## src/rtl/iob_fifo2axis.sv

```systemverilog
`default_nettype none
// +--------------------------------------------------------------------------+
// | Module      : iob_fifo2axis                                              |
// | Description : Drain stage from a 1-cycle-latency synchronous FIFO read   |
// |               port to an AXI-Stream master. A 2-entry output buffer      |
// |               hides the FIFO read latency so the stream can sustain one  |
// |               beat per cycle. A programmable beat counter generates      |
// |               tlast for fixed-length frames (len_i = 0: no tlast).       |
// | Optional    : `define IOB_FIFO2AXIS_CNT_EN adds beats_o, a 32-bit        |
// |               wrapping count of accepted AXIS beats.                     |
// | Ports       : clk_i, rst_n_i (sync, active-low)                          |
// |               en_i, len_i           - read enable / frame length         |
// |               r_en_o, r_data_i, r_empty_i - FIFO read port               |
// |               axis_tvalid_o, axis_tready_i, axis_tdata_o, axis_tlast_o   |
// |               beats_o (only with IOB_FIFO2AXIS_CNT_EN)                   |
// | Revision    : 1.0 - initial release                                      |
// +--------------------------------------------------------------------------+
module iob_fifo2axis #(
  parameter int DATA_W = 32,
  parameter int LEN_W  = 16
) (
  input  logic              clk_i,
  input  logic              rst_n_i,
  input  logic              en_i,
  input  logic [LEN_W-1:0]  len_i,
  output logic              r_en_o,
  input  logic [DATA_W-1:0] r_data_i,
  input  logic              r_empty_i,
  output logic              axis_tvalid_o,
  input  logic              axis_tready_i,
  output logic [DATA_W-1:0] axis_tdata_o,
  output logic              axis_tlast_o
`ifdef IOB_FIFO2AXIS_CNT_EN
  ,
  output logic [31:0]       beats_o
`endif
);

  localparam logic [LEN_W-1:0] c_len_one = LEN_W'(1);

  // Buffer: entry 0 is the head, entry 1 the tail slot behind it.
  logic [DATA_W-1:0] r_data0, r_data1;
  logic              r_last0, r_last1;
  logic [1:0]        r_occ;
  logic              r_tvalid;
  logic              r_inflight;
  logic              r_inflight_last;
  logic [LEN_W-1:0]  r_cnt;

  logic              w_pop;
  logic [2:0]        w_fill;
  logic              w_is_last;
  logic [1:0]        w_occ_popped;
  logic [1:0]        w_occ_n;
  logic [DATA_W-1:0] w_data0_n, w_data1_n;
  logic              w_last0_n, w_last1_n;

  assign w_pop  = r_tvalid & axis_tready_i;
  assign w_fill = {1'b0, r_occ} + {2'b00, r_inflight};

  // A read may be issued when there is a free slot for the returning word,
  // counting the word already in flight; a pop this cycle frees one slot.
  assign r_en_o = rst_n_i & en_i & ~r_empty_i & ((w_fill < 3'd2) | w_pop);

  // The last flag is decided when the read is issued, so that the counter
  // follows issued reads rather than accepted beats.
  assign w_is_last = (len_i != '0) && (r_cnt == (len_i - c_len_one));

  always_comb begin
    w_data0_n    = r_data0;
    w_data1_n    = r_data1;
    w_last0_n    = r_last0;
    w_last1_n    = r_last1;
    w_occ_popped = r_occ - {1'b0, w_pop};
    if (w_pop) begin
      w_data0_n = r_data1;
      w_last0_n = r_last1;
    end
    // The returning word lands in the first free slot after the pop.
    if (r_inflight) begin
      if (w_occ_popped == 2'd0) begin
        w_data0_n = r_data_i;
        w_last0_n = r_inflight_last;
      end else begin
        w_data1_n = r_data_i;
        w_last1_n = r_inflight_last;
      end
    end
    w_occ_n = w_occ_popped + {1'b0, r_inflight};
  end

  always_ff @(posedge clk_i) begin
    if (!rst_n_i) begin
      r_data0         <= '0;
      r_data1         <= '0;
      r_last0         <= 1'b0;
      r_last1         <= 1'b0;
      r_occ           <= 2'd0;
      r_tvalid        <= 1'b0;
      r_inflight      <= 1'b0;
      r_inflight_last <= 1'b0;
      r_cnt           <= '0;
    end else begin
      r_data0         <= w_data0_n;
      r_data1         <= w_data1_n;
      r_last0         <= w_last0_n;
      r_last1         <= w_last1_n;
      r_occ           <= w_occ_n;
      r_tvalid        <= (w_occ_n != 2'd0);
      r_inflight      <= r_en_o;
      r_inflight_last <= r_en_o & w_is_last;
      if (len_i == '0) begin
        r_cnt <= '0;
      end else if (r_en_o) begin
        r_cnt <= w_is_last ? '0 : (r_cnt + c_len_one);
      end
    end
  end

  assign axis_tvalid_o = r_tvalid;
  assign axis_tdata_o  = r_data0;
  // The head slot may hold a stale flag once drained; hide it while idle.
  assign axis_tlast_o  = r_last0 & r_tvalid;

`ifdef IOB_FIFO2AXIS_CNT_EN
  logic [31:0] r_beats;

  always_ff @(posedge clk_i) begin
    if (!rst_n_i) begin
      r_beats <= 32'd0;
    end else if (w_pop) begin
      r_beats <= r_beats + 32'd1;
    end
  end

  assign beats_o = r_beats;
`endif

endmodule
`default_nettype wire

```

## config.mk

```make
export PLATFORM = sky130hd
export DESIGN_NAME = iob_fifo2axis
export DESIGN_NICKNAME = d
export VERILOG_FILES = /design/src/rtl/iob_fifo2axis.sv
export SDC_FILE = /design/constraint.sdc
export NUM_CORES = 1
export LEC_CHECK = 0
export BUFFER_PORTS_ARGS = -buffer_cell sky130_fd_sc_hd__buf_2
export CAP_MARGIN = 40
export CORE_ASPECT_RATIO = 1.4
export CORE_UTILIZATION = 50
export DETAILED_ROUTE_END_ITERATION = 8
export PLACE_DENSITY_LB_ADDON = 0.05
export SLEW_MARGIN = 40
export SYNTH_ARGS = -nofsm -noshare
export SYNTH_HDL_FRONTEND = slang
export SYNTH_SLANG_ARGS = --single-unit
```

## constraint.sdc

```tcl
create_clock -name clk_i -period 3.4 [get_ports clk_i]
set_clock_uncertainty 0.15 [all_clocks]
set_input_delay 0.51 -clock clk_i [delete_from_list [all_inputs] [get_ports clk_i]]
set_output_delay 0.51 -clock clk_i [all_outputs]
set_load 0.01 [all_outputs]
```

After elaboration in Yosys (flattened, before gate mapping) --
Cells that the tools add are included.
Operators by class: $add $sub $neg 5, order comparisons 1, eq/ne operators 1, mux-type cells 7, bitwise operators 10, reduce and logical (&&, ||, !) cells 7
Operators by type and width (count):
- $mux W32 | 3
- $add A16 B1 Y16 const B | 1
- $eq A16 B16 Y1 | 1
- $logic_not A16 Y1 | 1
- $mux W16 | 1
- $reduce_bool A16 Y1 | 1
- $sub A16 B1 Y16 const B | 1
- $and A1 B1 Y1 | 6
- $add A2 B1 Y3 | 1
- $lt A3 B2 Y1 const B | 1
- $mux W1 | 3
- $not A1 Y1 | 3
- $add A2 B1 Y2 | 1
- $logic_not A2 Y1 | 1
- $reduce_and A2 Y1 | 1
- $reduce_bool A2 Y1 | 1
- $reduce_or A2 Y1 | 1
- $sub A2 B1 Y2 | 1
- $logic_and A1 B1 Y1 | 1
- $or A1 B1 Y1 | 1
Word-level totals: bits in registers 87, bits of input ports 53

Depth between registers and ports, before layout --
word-level depth 5, mapped depth 11

Least setup slack after synthesis --
OpenSTA, ideal clock, no wires.
kind input to register, start input len_i[4], end register r_cnt[0], library setup time 0.112 ns, data arrival time 2.549 ns, required time 3.138 ns, slack 0.589 ns, cell stages on the path 9, path through buf_2 > or4_1 > buf_2 > or3_1 > a21oi_1 > o22ai_1 > nor4_4 > buf_6 > nor2_1
Between the ends: word-level cells in the longest chain between the ends 4, elaborated cells between the ends (all ways) 7, those cells by class add/sub: 1; eq/ne: 1; mux: 1; reduce/logical: 4
Ends and longest elaborated chain:
- start, declared | RTL line 25 | input logic [LEN_W-1:0] len_i,
- $sub A16 B1 Y16 | RTL line 67 | assign w_is_last = (len_i != '0) && (r_cnt == (len_i - c_len_one));
- $eq A16 B16 Y1 | RTL line 67
- $logic_and A1 B1 Y1 | RTL line 67
- $mux W16 | RTL line 115 | r_cnt <= w_is_last ? '0 : (r_cnt + c_len_one);
- end signal, assigned | RTL line 115
- end, declared | RTL line 48 | logic [LEN_W-1:0] r_cnt;
Several ways; a longest one is shown, not always the timed one. A chain may end at the register's enable or synchronous reset.

Final worst setup path --
start input len_i[3], end register r_cnt[3]
Same word-level chain as after synthesis.

==> impl_metrics.py <==
metrics = {
    "worst_hold_path": {
        "hp-class": "in2reg",
        "hold_end": "axis_tdata_o[16]",
        "worstHoldPathCells": 2,
        "min_from": "r_data_i[16]",
    },
    "grt": {
        "antenna_found_initial": 0,
        "grt_overflow": 0,
        "grt_usage_pct": 24.7,
        "grt_pass1_wl_mm": 17.4,
        "grt_start_max_net_pins": 70,
        "grt_pass1_vias": 3777,
    },
    "critical_path": {
        "r2r_end": "axis_tdata_o[3]",
        "crit_arrival_ps": 2750,
        "cp_num_cells": 8,
        "critical_path_class": "in2reg",
        "crit_path_end_kind": "register",
        "cp_top_family": "simple AND/OR/NAND/NOR gates",
        "critPathMaxStageDelay_ps": 700,
        "path_cells": "buf_2, or4_1, o311ai_0, a21oi_1, nor3_1, nor4_4, buf_4, nor3b_1",
        "cp_slowest_cell": "or4_1",
        "path_max_fanout": 16,
        "required_ps": 3500,
        "critPathBufInv": 2,
        "r2r_start": "axis_tvalid_o",
        "ff2ff_setup_slack_ps": 970,
        "ff2ff_path_depth": 9,
        "cp-start-kind": "input pin",
    },
    "synthesis": {
        "seq_area_frac_synth_pct": 40.2,
        "syn-num-nets": 601,
        "synthesis.area_um2": 4340,
        "synth-edff-count": 0,
        "synth-seq-cells": 87,
        "synth_top_area_cell": "dfxtp_1",
        "ys_async_sr_fraction_pct": 0,
        "syn_area_per_cell_um2": 7.99,
        "yosysUniqueCellTypes": 48,
        "synthTopCellsByArea": "dfxtp_1 (40%), nand2_1 (14%), o211a_1 (7.6%)",
        "synthCells": 543,
        "ys.warnings.count": 0,
        "synth_top_cell_area_share_pct": 40.2,
        "synthFlopType": "dfxtp_1",
    },
    "clock_tree": {
        "clkSinkCount": 87,
        "ctsResizeCount": 0,
        "cts.clk_slew.worst_paths_ps": 60,
        "numCtsBuffers": 9,
        "root_buffer": "clkbuf_16",
        "clk_latency_ps": 330,
        "htree_levels": 3,
        "holdBufCountCts": 0,
        "cts_tree": "built",
        "postCtsSetupBuffers": 0,
        "cts_buffer_depth": 2,
    },
    "cells_and_area": {
        "area_delta_synth_final_pct": 18.1,
        "antennaDiodeCount": 0,
        "drive_above_1_share_pct": 18.7,
        "fin_nets": 673,
        "multi_input_area_um2": 2410,
        "seqCellArea_um2": 1740,
        "mostFrequentLayoutCell": "nand2_1",
        "layout_common_cells": "nand2_1 (157), dfxtp_1 (87), buf_2 (87)",
        "nFillCells": 772,
    },
    "power": {
        "combPwrFrac_pct": 20.2,
        "swShare_pct": 28.4,
        "p_int_mw": 1.92,
        "seq_power_share_pct": 43.3,
        "power_density_nw_per_um2": 524,
        "vdd_ir_drop_max_mv": 0.405,
        "p_leak_nw": 2.44,
        "p_sw_uw": 762,
        "power_mw": 2.68,
        "clockPowerShare_pct": 36.5,
    },
    "routing": {
        "wl_per_cell_um": 14.5,
        "first_pass_iters": 4,
        "drt-vias-per-instance": 5.53,
        "routed-via-count": 3993,
        "drc": 0,
        "routed_wl_mm": 10.5,
        "drt.antenna.violating_nets": 0,
        "drt-initial-drc-count": 176,
    },
    "sta": {
        "post-route-min-period_ps": 2650,
        "rsz0062_at_grt": "no",
        "max_freq_mhz": 377,
        "hold_viol_final": 0,
        "finalSetupTns_ps": 0,
        "post-route-period-util_pct": 77.9,
        "maxSlewViolCount": 0,
        "slew-limit-headroom_pct": 56.3,
        "setup_viol": 0,
        "worstMarginPinSlew_ps": 656,
    },
    "floorplanning": {
        "die-height_um": 112,
        "fp.dieW_um": 80.7,
        "initial_core_util_pct": 52.3,
        "die_area_um2": 9060,
        "core.rowCount": 39,
        "core_um2": 8300,
        "io_pins": 88,
    },
    "place": {
        "port_buffers": 87,
        "hpwl_mm": 7.35,
        "gp_congestion": 0.937,
    },
    "run": {
        "drv_cap": 0,
    },
    "status": {
        "status": "finished, final reports clean",
    },
}
[cell usage after synthesis, types with 2 or more instances]
master,number
nor4_1,8
a21o_1,3
and2_1,4
o21ai_0,2
a21oi_1,5
buf_6,2
or3_1,4
nor2_1,22
or2_2,2
nand3_1,38
nand3b_1,3
inv_1,11
nand4_1,8
xnor2_1,21
nand2_1,157
dfxtp_1,87
o31a_1,3
buf_2,2
buf_1,2
nand2b_1,2
o311ai_0,2
and3_1,6
clkbuf_1,29
nor2b_1,2
nor3b_1,3
xor2_1,13
ha_1,5
a21boi_0,33
or4_1,3
nor3_1,11
o211a_1,33
[stage by stage]
stage / hold slack, ps / instance area (um2) / worst slack (ps) / utilization [%] / std cells
6_report: 280 / 5120 / 751 / 61.7 / 722
2_1_floorplan: 291 / 4340 / 589 / - / 543
5_1_grt: 274 / 5120 / 557 / 61.7 / 722
3_5_place_dp: 308 / 4820 / 408 / 58.1 / 706
4_1_cts: 272 / 5120 / 766 / 61.7 / 722
3_3_place_gp: 301 / 4820 / 438 / 58.1 / 706
[cell type report]
class / count / area share, %
Multi-Input combinational cell: 409 / 47.0
Sequential cell: 87 / 34.0
Timing Repair Buffer: 96 / 9.82
Clock buffer: 10 / 4.67
Tap cell: 102 / 2.49
Clock inverter: 6 / 1.15
Inverter: 12 / 0.880
[power groups by stage]
stage               Combinational (mW)  Clock (mW)  Sequential, mW
detailed placement               0.549           0            1.18
CTS                              0.552       0.998            1.16
global route                     0.614        1.05            1.17
global placement                 0.537           0            1.18
finish                           0.542       0.979            1.16
floorplan                        0.331           0            1.21
[worst max-delay path by stage]
stage	from	endpoint
finish	len_i[3]	r_cnt[3]
global route	len_i[3]	r_cnt[3]
CTS	len_i[3]	r_cnt[3]
floorplan	len_i[4]	r_cnt[0]
global placement	len_i[3]	r_cnt[3]
detailed placement	len_i[3]	r_cnt[3]
[per-layer routing]
layer	share of wire [%]	wire (um)	track usage (%)
met3	4.9	518	5.20
met5	0	0	0
met4	2.9	304	10.4
met1	43	4520	28.8
met2	49	5140	43.1
[logic make-up (layout without fill, tap and decap cells)]
kind of cell	count (synthesis)	after routing	synth area share, %
AO/OA/AOI/OAI	90	90	17.4
XOR/XNOR	34	34	6.87
adder cells (fa/ha/maj)	5	5	1.44
buffers and inverters	47	124	4.47
flip-flops	87	87	40.2
multiplexers	1	1	0.231
AND/OR/NAND/NOR	279	279	29.5
[flip-flops by register name, summed over array words and instances, names as in the netlist]
| name | cells |
|---|---|
| axis_tdata_o | 32 |
| r_data1 | 32 |
| r_cnt | 16 |
| r_occ | 2 |
| axis_tvalid_o | 1 |
| r_inflight | 1 |
| r_inflight_last | 1 |
| r_last0 | 1 |
| r_last1 | 1 |
Power figures use the tool's default switching activity.
